$ cat config.mk
export PLATFORM = sky130hd
export DESIGN_NAME = dlsc_axi_err_slave
export DESIGN_NICKNAME = d
export VERILOG_FILES = /design/src/rtl/dlsc_axi_pkg.sv /design/src/rtl/dlsc_axi_err_slave_rd.sv /design/src/rtl/dlsc_axi_err_slave.sv
export SDC_FILE = /design/constraint.sdc
export NUM_CORES = 1
export LEC_CHECK = 0
export BUFFER_PORTS_ARGS = -buffer_cell sky130_fd_sc_hd__buf_2
export CORE_ASPECT_RATIO = 0.6
export CORE_MARGIN = 3
export CORE_UTILIZATION = 25
export CTS_BUF_LIST = sky130_fd_sc_hd__clkbuf_8 sky130_fd_sc_hd__clkbuf_16
export CTS_CLUSTER_DIAMETER = 200
export DETAILED_ROUTE_END_ITERATION = 16
export PLACE_DENSITY = 0.7
export SYNTH_ARGS = -nofsm -noshare
export SYNTH_HDL_FRONTEND = slang
export SYNTH_HIERARCHICAL = 1
export SYNTH_SLANG_ARGS = --single-unit
$ cat constraint.sdc
create_clock -name clk -period 2.3 [get_ports clk]
set_input_delay 0.46 -clock clk [delete_from_list [all_inputs] [get_ports clk]]
set_output_delay 0.46 -clock clk [all_outputs]
set_load 0.02 [all_outputs]
$ cat src/rtl/dlsc_axi_pkg.sv
// ============================================================================
// Module  : dlsc_axi_pkg
// Brief   : Shared AXI response codes and error-slave FSM state encodings.
// Revision: 1.0 - initial release
// ============================================================================
`default_nettype none

package dlsc_axi_pkg;

    localparam logic [1:0] AXI_RESP_OKAY   = 2'b00;
    localparam logic [1:0] AXI_RESP_EXOKAY = 2'b01;
    localparam logic [1:0] AXI_RESP_SLVERR = 2'b10;
    localparam logic [1:0] AXI_RESP_DECERR = 2'b11;

    typedef logic [0:0] rd_state_t;
    localparam rd_state_t c_RD_IDLE = 1'b0;
    localparam rd_state_t c_RD_DATA = 1'b1;

    typedef logic [1:0] wr_state_t;
    localparam wr_state_t c_WR_IDLE = 2'd0;
    localparam wr_state_t c_WR_DATA = 2'd1;
    localparam wr_state_t c_WR_RESP = 2'd2;

endpackage

`default_nettype wire

$ cat src/rtl/dlsc_axi_err_slave_rd.sv
// ============================================================================
// Module  : dlsc_axi_err_slave_rd
// Brief   : Read engine of the error slave: accepts AR, returns len+1 error
//           beats with zero data.
// Revision: 1.0 - initial release
// ============================================================================
`default_nettype none

module dlsc_axi_err_slave_rd
    import dlsc_axi_pkg::*;
#(
    parameter int              DATA      = 32,
    parameter int              LEN       = 4,
    parameter int              RESP      = 2,
    parameter logic [RESP-1:0] RESP_CODE = AXI_RESP_DECERR
) (
    input  logic            clk,
    input  logic            rst_n,
    output logic            ar_ready,
    input  logic            ar_valid,
    input  logic [LEN-1:0]  ar_len,
    input  logic            r_ready,
    output logic            r_valid,
    output logic            r_last,
    output logic [DATA-1:0] r_data,
    output logic [RESP-1:0] r_resp
);

    rd_state_t      r_state;
    logic [LEN-1:0] r_cnt;
    logic           r_ar_ready;
    logic           r_r_valid;
    logic           r_r_last;
    logic           w_ar_hs;

    assign w_ar_hs = ar_valid && r_ar_ready;

    always_ff @(posedge clk) begin
        if (!rst_n) begin
            r_state    <= c_RD_IDLE;
            r_cnt      <= '0;
            r_ar_ready <= 1'b0;
            r_r_valid  <= 1'b0;
            r_r_last   <= 1'b0;
        end else begin
            case (r_state)
                c_RD_IDLE: begin
                    if (w_ar_hs) begin
                        r_state    <= c_RD_DATA;
                        r_cnt      <= ar_len;
                        r_ar_ready <= 1'b0;
                        r_r_valid  <= 1'b1;
                        r_r_last   <= (ar_len == '0);
                    end else begin
                        r_ar_ready <= 1'b1;
                    end
                end
                c_RD_DATA: begin
                    if (r_ready) begin
                        if (r_cnt == '0) begin
                            // Re-arm AR in the same edge that retires the last beat.
                            r_state    <= c_RD_IDLE;
                            r_ar_ready <= 1'b1;
                            r_r_valid  <= 1'b0;
                            r_r_last   <= 1'b0;
                        end else begin
                            r_cnt    <= r_cnt - 1'b1;
                            r_r_last <= (r_cnt == LEN'(1));
                        end
                    end
                end
            endcase
        end
    end

    assign ar_ready = r_ar_ready;
    assign r_valid  = r_r_valid;
    assign r_last   = r_r_last;
    assign r_data   = '0;
    assign r_resp   = r_r_valid ? RESP_CODE : '0;

endmodule

`default_nettype wire

$ cat src/rtl/dlsc_axi_err_slave.sv
// ============================================================================
// Module  : dlsc_axi_err_slave
// Brief   : AXI terminator answering every burst with a fixed error response.
//           Optional statistics enabled by DLSC_AXI_ERR_SLAVE_STATS_EN.
// Revision: 1.0 - initial release
// ============================================================================
`default_nettype none

module dlsc_axi_err_slave
    import dlsc_axi_pkg::*;
#(
    parameter int              DATA      = 32,
    parameter int              ADDR      = 32,
    parameter int              LEN       = 4,
    parameter int              RESP      = 2,
    parameter logic [RESP-1:0] RESP_CODE = AXI_RESP_DECERR,
    parameter int              CNT       = 16
) (
    input  logic              clk,
    input  logic              rst_n,
    output logic              ar_ready,
    input  logic              ar_valid,
    input  logic [ADDR-1:0]   ar_addr,
    input  logic [LEN-1:0]    ar_len,
    input  logic              r_ready,
    output logic              r_valid,
    output logic              r_last,
    output logic [DATA-1:0]   r_data,
    output logic [RESP-1:0]   r_resp,
    output logic              aw_ready,
    input  logic              aw_valid,
    input  logic [ADDR-1:0]   aw_addr,
    input  logic [LEN-1:0]    aw_len,
    output logic              w_ready,
    input  logic              w_valid,
    input  logic              w_last,
    input  logic [DATA/8-1:0] w_strb,
    input  logic [DATA-1:0]   w_data,
    input  logic              b_ready,
    output logic              b_valid,
    output logic [RESP-1:0]   b_resp,
    output logic [CNT-1:0]    err_rd_cnt,
    output logic [CNT-1:0]    err_wr_cnt,
    output logic [ADDR-1:0]   err_addr
);

    logic w_ar_hs;
    logic w_aw_hs;
    logic w_unused;

    dlsc_axi_err_slave_rd #(
        .DATA      (DATA),
        .LEN       (LEN),
        .RESP      (RESP),
        .RESP_CODE (RESP_CODE)
    ) u_rd (
        .clk      (clk),
        .rst_n    (rst_n),
        .ar_ready (ar_ready),
        .ar_valid (ar_valid),
        .ar_len   (ar_len),
        .r_ready  (r_ready),
        .r_valid  (r_valid),
        .r_last   (r_last),
        .r_data   (r_data),
        .r_resp   (r_resp)
    );

    assign w_ar_hs = ar_valid && ar_ready;

    // Write engine: command first, then data until w_last, then one B beat.
    wr_state_t r_wr_state;
    logic      r_aw_ready;
    logic      r_w_ready;
    logic      r_b_valid;

    assign w_aw_hs = aw_valid && r_aw_ready;

    always_ff @(posedge clk) begin
        if (!rst_n) begin
            r_wr_state <= c_WR_IDLE;
            r_aw_ready <= 1'b0;
            r_w_ready  <= 1'b0;
            r_b_valid  <= 1'b0;
        end else begin
            case (r_wr_state)
                c_WR_IDLE: begin
                    if (w_aw_hs) begin
                        r_wr_state <= c_WR_DATA;
                        r_aw_ready <= 1'b0;
                        r_w_ready  <= 1'b1;
                    end else begin
                        r_aw_ready <= 1'b1;
                    end
                end
                c_WR_DATA: begin
                    if (w_valid && w_last) begin
                        r_wr_state <= c_WR_RESP;
                        r_w_ready  <= 1'b0;
                        r_b_valid  <= 1'b1;
                    end
                end
                c_WR_RESP: begin
                    if (b_ready) begin
                        r_wr_state <= c_WR_IDLE;
                        r_b_valid  <= 1'b0;
                        r_aw_ready <= 1'b1;
                    end
                end
                default: begin
                    r_wr_state <= c_WR_IDLE;
                    r_aw_ready <= 1'b0;
                    r_w_ready  <= 1'b0;
                    r_b_valid  <= 1'b0;
                end
            endcase
        end
    end

    assign aw_ready = r_aw_ready;
    assign w_ready  = r_w_ready;
    assign b_valid  = r_b_valid;
    assign b_resp   = r_b_valid ? RESP_CODE : '0;

`ifdef DLSC_AXI_ERR_SLAVE_STATS_EN
    logic [CNT-1:0]  r_err_rd_cnt;
    logic [CNT-1:0]  r_err_wr_cnt;
    logic [ADDR-1:0] r_err_addr;

    always_ff @(posedge clk) begin
        if (!rst_n) begin
            r_err_rd_cnt <= '0;
            r_err_wr_cnt <= '0;
            r_err_addr   <= '0;
        end else begin
            if (w_ar_hs && (r_err_rd_cnt != '1)) begin
                r_err_rd_cnt <= r_err_rd_cnt + 1'b1;
            end
            if (w_aw_hs && (r_err_wr_cnt != '1)) begin
                r_err_wr_cnt <= r_err_wr_cnt + 1'b1;
            end
            // Read address takes priority when both commands land together.
            if (w_ar_hs) begin
                r_err_addr <= ar_addr;
            end else if (w_aw_hs) begin
                r_err_addr <= aw_addr;
            end
        end
    end

    assign err_rd_cnt = r_err_rd_cnt;
    assign err_wr_cnt = r_err_wr_cnt;
    assign err_addr   = r_err_addr;
    assign w_unused   = ^{w_strb, w_data, aw_len};
`else
    assign err_rd_cnt = '0;
    assign err_wr_cnt = '0;
    assign err_addr   = '0;
    assign w_unused   = ^{w_strb, w_data, aw_len, ar_addr, aw_addr, w_ar_hs, w_aw_hs};
`endif

endmodule

`default_nettype wire
[After elaboration in Yosys (flattened, before gate mapping)]
Cells that the tools add are included.
Widths: inputs -> output; s select.
Operators by class
  mux-type cells: 35
  reduce and logical (&&, ||, !) cells: 14
  bitwise gates (word level): 4
  add/subtract/negate cells: 1
  equal/unequal tests: 10
Operator list (number)
  $mux 1: 18
  $reduce_and 3->1: 5
  $mux 4: 3
  $ne 2x2->1 const B: 6
  $mux 2: 5
  $pmux 1 s3: 3
  $logic_not 4->1: 2
  $pmux 1 s2: 4
  $pmux 4 s2: 1
  $pmux 2 s3: 1
  $reduce_and 2->1: 3
  $eq 4x1->1 const B: 1
  $not 1->1: 4
  $sub 4x1->4 const B: 1
  $logic_and 1x1->1: 3
  $eq 2x1->1 const B: 1
  $eq 2x2->1 const B: 1
  $logic_not 2->1: 1
  $ne 2x1->1 const B: 1
Storage, ports and cells
  flip-flop bits (word level): 13
  word-level logic and storage cells: 73
  bits of input ports: 116

[Logic depth before layout (Yosys ltp)]
Gate-level depths: netlist (run 1).
  depth in word-level cells: 4
  depth in mapped cells: 5
  depth with buffers taken out: 5

[Hierarchy]
Netlist (run 1), hierarchy kept.
By module, submodules not included
  dlsc_axi_err_slave_rd: area an instance 773.2 um^2, seq. area each 160.2 um^2, instances 1, cells an instance 90
  dlsc_axi_err_slave: area an instance 714.4 um^2, seq. area each 100.1 um^2, instances 1, cells an instance 92

[Worst setup path before layout (run 1)]
Ideal clock, no wire load.
  path kind: register -> register
  start: register u_rd.r_cnt[1]
  end: register u_rd.r_cnt[0]
  data required time: 2.183 ns
  period minus slack after synthesis: 1.305 ns
  buffers on the path: 0
  slack: 0.995 ns
  cell stages (with the launch flop): 6
  setup time: 0.117 ns
  data arrival time: 1.188 ns
  cells stage by stage: dfxtp_1 > inv_1 > ha_1 > nand4bb_1 > and2_4 > a32o_1
Between the ends
  word-level cells in the longest chain between the ends: 3
Ends and longest elaborated chain
  start: declaration: RTL line dlsc_axi_err_slave_rd.sv:30  | logic [LEN-1:0] r_cnt;
  start signal: assignment: RTL line dlsc_axi_err_slave_rd.sv:50  | r_cnt <= ar_len;
  start signal: assignment: RTL line dlsc_axi_err_slave_rd.sv:67  | r_cnt <= r_cnt - 1'b1;
  $logic_not 4->1: RTL line dlsc_axi_err_slave_rd.sv:60  | if (r_cnt == '0) begin
  $ne 2x2->1 (no line)
  $reduce_and 3->1 (no line)
Every way passes these cells.
A chain may end at the register's enable or synchronous reset.

[Final worst setup path (run 1)]
Same ends and word-level chain as after synthesis.

==> impl_metrics.json, run 1 <==
{
  "status": "finished, final reports clean",
  "setup_viol": 0,
  "clk_pin_slew_ns": 0.06,
  "place_congestion": 0.897,
  "first_global_vias": 663,
  "top_register": "u_rd/r_cnt",
  "power_density_nw_per_um2": 569,
  "drcViolationCount": 0,
  "cts.sinks": 13,
  "synth.yosys.warnings": 6,
  "cp_top_family": "simple AND/OR/NAND/NOR gates",
  "period_minus_slack_ns": 1.52,
  "irDropWorstVdd_uv": 134,
  "hold_viol": 0,
  "cts_tree": "done",
  "drv_cap": 0,
  "antenna_found_initial": 0,
  "vias_per_cell": 3.24,
  "wl_per_cell_um": 8.80,
  "async_reset_ff_share_pct": 0,
  "cp_max_fo": 6,
  "die_w_um": 106,
  "cp.buffers_inverters": 1,
  "drt-total-wl_um": 2460,
  "drive_above_1_share_pct": 17.1,
  "yosysMostFrequentCell": "buf_4",
  "postCtsSetupRepairBufs": 0,
  "grt_max_degree": 16,
  "synth-edff-count": 0,
  "ant_nets": 0,
  "hpwl_um": 2080,
  "start_util_pct": 26.2,
  "p_leak_uw": 0.000683,
  "r2r_cells": 5,
  "clk_latency_ns": 0.24,
  "synthDistinctLibCells": 40,
  "drtIter0Drc": 75,
  "ys.flop_type": "dfxtp_1",
  "cp.depth": 5,
  "final_nets": 318,
  "synthTopCellsByArea": "buf_4 51%, dfxtp_1 17%, a221oi_2 2.0%",
  "cts_buffer_depth": 2,
  "nFillCells": 649,
  "reg_top3": "u_rd/r_cnt: 4 flops, r_wr_state: 2 flops",
  "critPathCaptureType": "register",
  "antenna_cells": 0,
  "fmax_mhz": 658,
  "synth_cells": 182,
  "ios": 222,
  "critPathSlowestCell": "dfxtp_1",
  "grt_first_pass_wirelength_um": 3340,
  "io_buffer_count": 21,
  "hold_slack_ns": 0.495,
  "syn2layout_area_growth_pct": -11.2,
  "die_h_um": 65.8,
  "grt.total_usage_pct": 6.13,
  "cpPeakStageDelay_ns": 0.31,
  "syn-cell-area_um2": 1490,
  "core-area_um2": 5680,
  "hold_path_depth": 2,
  "crit_arrival_ns": 1.65,
  "cts.repair.resized": 0,
  "cts_made_buffers": 3,
  "finalCritPeriodShare_pct": 66.1,
  "start_kind": "register",
  "crit_type": "reg2reg",
  "synth_area_per_cell_um2": 8.17,
  "grt_overflow": 0,
  "root_buffer": "clkbuf_8",
  "vias": 903,
  "die_area_um2": 6940,
  "seq_area_frac_synth_pct": 17.5,
  "holdBufCountCts": 0,
  "required_ns": 2.43,
  "dr.pass1.iters": 5,
  "largest_register_ffs": 4,
  "yosys_register_bits": 13,
  "hold_path.class": "reg2reg",
  "yosys-top-cells-count": "101 x buf_4, 13 x dfxtp_1, 7 x nand2_1, 6 x inv_1",
  "skew_ns": 0.000785,
  "rsz0062_at_grt": "false",
  "yosys.area.top_type": "buf_4",
  "htree_levels": 1,
  "final.setup.tns_ns": 0,
  "rows": 21,
  "final_max_slew_viol_count": 0,
  "synth_top_area_share_pct": 51.0,
  "crit_chain": "inv_1 > ha_1 > nand4bb_1 > and2_4 > a32o_1"
}
cell usage in the layout (no fill, tap or decap), types with 2 or more instances in the layout:
cell	Yosys	final
conb_1	2	96
buf_2	0	21
dfxtp_1	13	13
nand2_1	7	7
inv_1	6	7
nand3_1	4	4
nor2_1	4	4
o21ai_0	4	4
a21oi_1	3	3
clkbuf_8	0	3
inv_2	2	2
a21boi_1	2	2
a41oi_1	2	2
nand4_1	2	2
a221oi_2	2	2
o21a_1	2	2
ha_1	2	2
worst register-to-register path: stages (launching register included):
cell       delay [ns]
dfxtp_1          0.31
inv_1            0.12
ha_1             0.30
nand4bb_1        0.20
and2_4           0.24
a32o_1           0.24
kinds of logic after synthesis:
logic type	after synthesis	synth area share [%]
simple gates	30	12.6
fa+ha+maj	2	1.68
other cells	2	0.505
compound gates	25	14.0
flops	13	17.5
buf+inv	110	53.7
final cells by class:
class | count | area, µm² | share of cell area, %
clock inverter | 1 | 3.75 | 0.284
tap | 80 | 100 | 7.58
multi-input combinational | 153 | 781 | 59.1
sequential | 13 | 260 | 19.7
inverter | 8 | 30.0 | 2.27
clock buffer | 3 | 41.3 | 3.12
timing repair buffer | 21 | 105 | 7.95
layer usage:
layer | GRT usage (%) | vias to the layer above | part of all wire, %
met5 | 0 | - | 0
met4 | 2.42 | 0 | 1.3
met3 | 1.77 | 2 | 7.0
met2 | 10.2 | 44 | 52
met1 | 7.56 | 412 | 40
li1 | - | 445 | -
metrics by stage:
| stage | std cells | instance area (µm²) | utilization [%] | setup WS (ns) | total power (µW) |
|---|---|---|---|---|---|
| floorplan | 276 | 1840 | - | 0.995 | 635 |
| global placement | 275 | 1280 | 22.5 | 0.857 | 546 |
| detailed placement | 275 | 1280 | 22.5 | 0.835 | 549 |
| CTS | 279 | 1320 | 23.3 | 0.809 | 754 |
| global route | 279 | 1320 | 23.3 | 0.674 | 799 |
| finish | 279 | 1320 | 23.3 | 0.781 | 752 |
power by group:
group | internal, µW | switching [µW]
Sequential | 244 | 21.3
Combinational | 62.2 | 223
Clock | 118 | 83.4
final timing paths:
check                              from                         end  slack, ns
max          u_rd/r_cnt[1]$_SDFFE_PN0P_  u_rd/r_cnt[0]$_SDFFE_PN0P_       0.78
max reg2reg  u_rd/r_cnt[1]$_SDFFE_PN0P_  u_rd/r_cnt[0]$_SDFFE_PN0P_       0.78
min reg2reg        w_ready$_SDFFE_PN0P_        w_ready$_SDFFE_PN0P_       0.50
min                w_ready$_SDFFE_PN0P_        w_ready$_SDFFE_PN0P_       0.50
(Power assumes the default switching activity.)
==> run 2: changes to the inputs <==
Settings changed: PLACE_DENSITY 0.7 to 0.73.
Clock period 2.3 ns to 1.2 ns, I/O delays scaled along.
==> run 2 against run 1 <==
The run now ends with setup timing left. Global-route usage grew 0.68 points. Worst hold slack lost 0.20 ns. Setup slack lost 0.81 ns. Via count grew 5.8%. Non-clock buffer count grew 8. Utilization grew 2.1 points. Clock skew grew 0.0057 ns. First-iteration DRC count shrank 39%. Critical path type unchanged. Largest power group unchanged. Highest routed layer unchanged.
==> impl_metrics.json, run 2 (same netlist as run 1, synthesis figures left out) <==
{
  "crit_chain": "inv_2 > ha_4 > nand4bb_4 > and2_4 > a32o_1",
  "status": "finished with violations",
  "rsz0062_at_grt": "true",
  "vias": 955,
  "hpwl_um": 2180,
  "grt_max_degree": 11,
  "p_leak_uw": 0.000731,
  "ant_nets": 0,
  "internal_power_uw": 875,
  "grt.total_usage_pct": 6.81,
  "dr.pass1.iters": 4,
  "htree_levels": 1,
  "final_common_cell": "conb_1",
  "rr_startpoint": "u_rd/r_cnt[1]$_SDFFE_PN0P_",
  "cts.sinks": 13,
  "place_congestion": 0.932,
  "r2r_slack_ns": -0.03,
  "drv_cap": 0,
  "cts_made_buffers": 3,
  "hp-start": "b_ready",
  "clkPwrFrac_pct": 25.3,
  "drtIter0Drc": 46,
  "hold_viol": 0,
  "cpPeakStageDelay_ns": 0.32,
  "wl_per_cell_um": 9.22,
  "period_minus_slack_ns": 1.23,
  "crit_arrival_ns": 1.36,
  "drt-total-wl_um": 2650,
  "clk_latency_ns": 0.25,
  "cp_top_family": "flip-flops",
  "p_comb_share_pct": 41.6,
  "finalCritPeriodShare_pct": 102,
  "mostFrequentLayoutCells": "96 x conb_1, 21 x buf_2, 10 x dfxtp_1",
  "min_to": "r_wr_state[1]$_SDFFE_PN0P_",
  "antenna_found_initial": 0,
  "fmax_mhz": 815,
  "reg2reg_to": "u_rd/r_cnt[0]$_SDFFE_PN0P_",
  "pwr-share-seq_pct": 33.1,
  "final_nets": 326,
  "hold_path.class": "in2reg",
  "die_area_um2": 6940,
  "drive_above_1_share_pct": 26.1,
  "fin_area_um2": 1440,
  "place_area_um2": 1330,
  "irDropWorstVdd_uv": 314,
  "cp_max_fo": 4,
  "r2r_cells": 5,
  "cts_tree": "done",
  "fin_util_pct": 25.4,
  "top_register": "u_rd/r_cnt",
  "setup_viol": 1,
  "first_global_vias": 790,
  "stdcell_count": 287,
  "syn2layout_area_growth_pct": -3.03,
  "fin_ws_ns": -0.0276,
  "nFillCells": 624,
  "critPathSlowestCell": "dfxtp_2",
  "rows": 21,
  "ios": 222,
  "core-area_um2": 5680,
  "violations": "setup timing",
  "power_switching_share_pct": 43.1,
  "cts_buffer_depth": 2,
  "antenna_cells": 0,
  "crit_type": "reg2reg",
  "vias_per_cell": 3.33,
  "root_buffer": "clkbuf_8",
  "largest_register_ffs": 4,
  "die_w_um": 106,
  "grt_first_pass_wirelength_um": 3750,
  "skew_ns": 0.00646,
  "required_ns": 1.34,
  "reg_top3": "u_rd/r_cnt: 4 flops, r_wr_state: 2 flops",
  "cp.buffers_inverters": 1,
  "grt_overflow": 0,
  "clk_pin_slew_ns": 0.06,
  "p_sw_uw": 661,
  "power_density_nw_per_um2": 1060,
  "die_h_um": 65.8,
  "drcViolationCount": 0,
  "hold_path_depth": 4,
  "critPathCaptureType": "register",
  "dp.cells": 280,
  "io_buffer_count": 21,
  "start_util_pct": 26.2,
  "final_max_slew_viol_count": 0,
  "start_kind": "register"
}
run 2: worst max path at each step:
stage,endpoint,slack [ns],startpoint,cells past startpoint
2_1_floorplan,u_rd/r_cnt[0]$_SDFFE_PN0P_,0.005,u_rd/r_cnt[1]$_SDFFE_PN0P_,5
3_3_place_gp,u_rd/r_cnt[0]$_SDFFE_PN0P_,-0.04,u_rd/r_cnt[1]$_SDFFE_PN0P_,5
3_5_place_dp,u_rd/r_cnt[0]$_SDFFE_PN0P_,-0.07,u_rd/r_cnt[1]$_SDFFE_PN0P_,5
4_1_cts,u_rd/r_cnt[0]$_SDFFE_PN0P_,-0.02,u_rd/r_cnt[0]$_SDFFE_PN0P_,5
5_1_grt,u_rd/r_cnt[0]$_SDFFE_PN0P_,-0.08,u_rd/r_cnt[1]$_SDFFE_PN0P_,5
6_report,u_rd/r_cnt[0]$_SDFFE_PN0P_,-0.03,u_rd/r_cnt[1]$_SDFFE_PN0P_,5
run 2: layout make-up:
cell class / count / area (µm²) / share of cell area [%]
Clock inverter: 1 / 3.75 / 0.260
Clock buffer: 3 / 41.3 / 2.86
Inverter: 8 / 30.0 / 2.08
Tap cell: 80 / 100 / 6.94
Multi-Input combinational cell: 153 / 832 / 57.7
Sequential cell: 13 / 267 / 18.5
Timing Repair Buffer: 29 / 169 / 11.7
run 2: power groups by stage:
| stage | combinational [µW] | sequential, µW | clock (µW) |
|---|---|---|---|
| 2_1_floorplan | 703 | 527 | 0 |
| 3_3_place_gp | 571 | 510 | 0 |
| 3_5_place_dp | 580 | 512 | 0 |
| 4_1_cts | 611 | 505 | 395 |
| 5_1_grt | 689 | 515 | 423 |
| 6_report | 640 | 508 | 389 |
run 2: worst min-delay path, cell delays in order:
cell	delay [ns]
buf_2	0.08
inv_1	0.04
nand3_1	0.07
a21boi_1	0.06
run 2: metal layers:
metal	part of all wire [%]	routed length (µm)	global-route usage, %
met3	9.1	242	1.96
met4	1.5	39	3.23
met5	0	0	0
met1	38	1010	7.74
met2	51	1350	11.9
run 2: stage by stage:
stage	worst slack [ns]	hold slack, ns	total power [µW]	TNS [ns]
finish	-0.0276	0.297	1540	-0.0276
floorplan	0.00534	0.358	1230	0
global placement	-0.0361	0.475	1080	-0.0361
detailed placement	-0.0694	0.486	1090	-0.142
CTS	-0.0234	0.277	1510	-0.0234
global route	-0.0765	0.304	1630	-0.152
run 2: what timing repair did:
| action | in CTS | in global routing |
|---|---|---|
| pin swaps | 1 | 5 |
| cloned | 0 | 0 |
| hold buffers | 0 | 0 |
| buffers inserted | 2 | 1 |
| setup endpoints to repair | 3 | 5 |
| resized for setup | 4 | 10 |
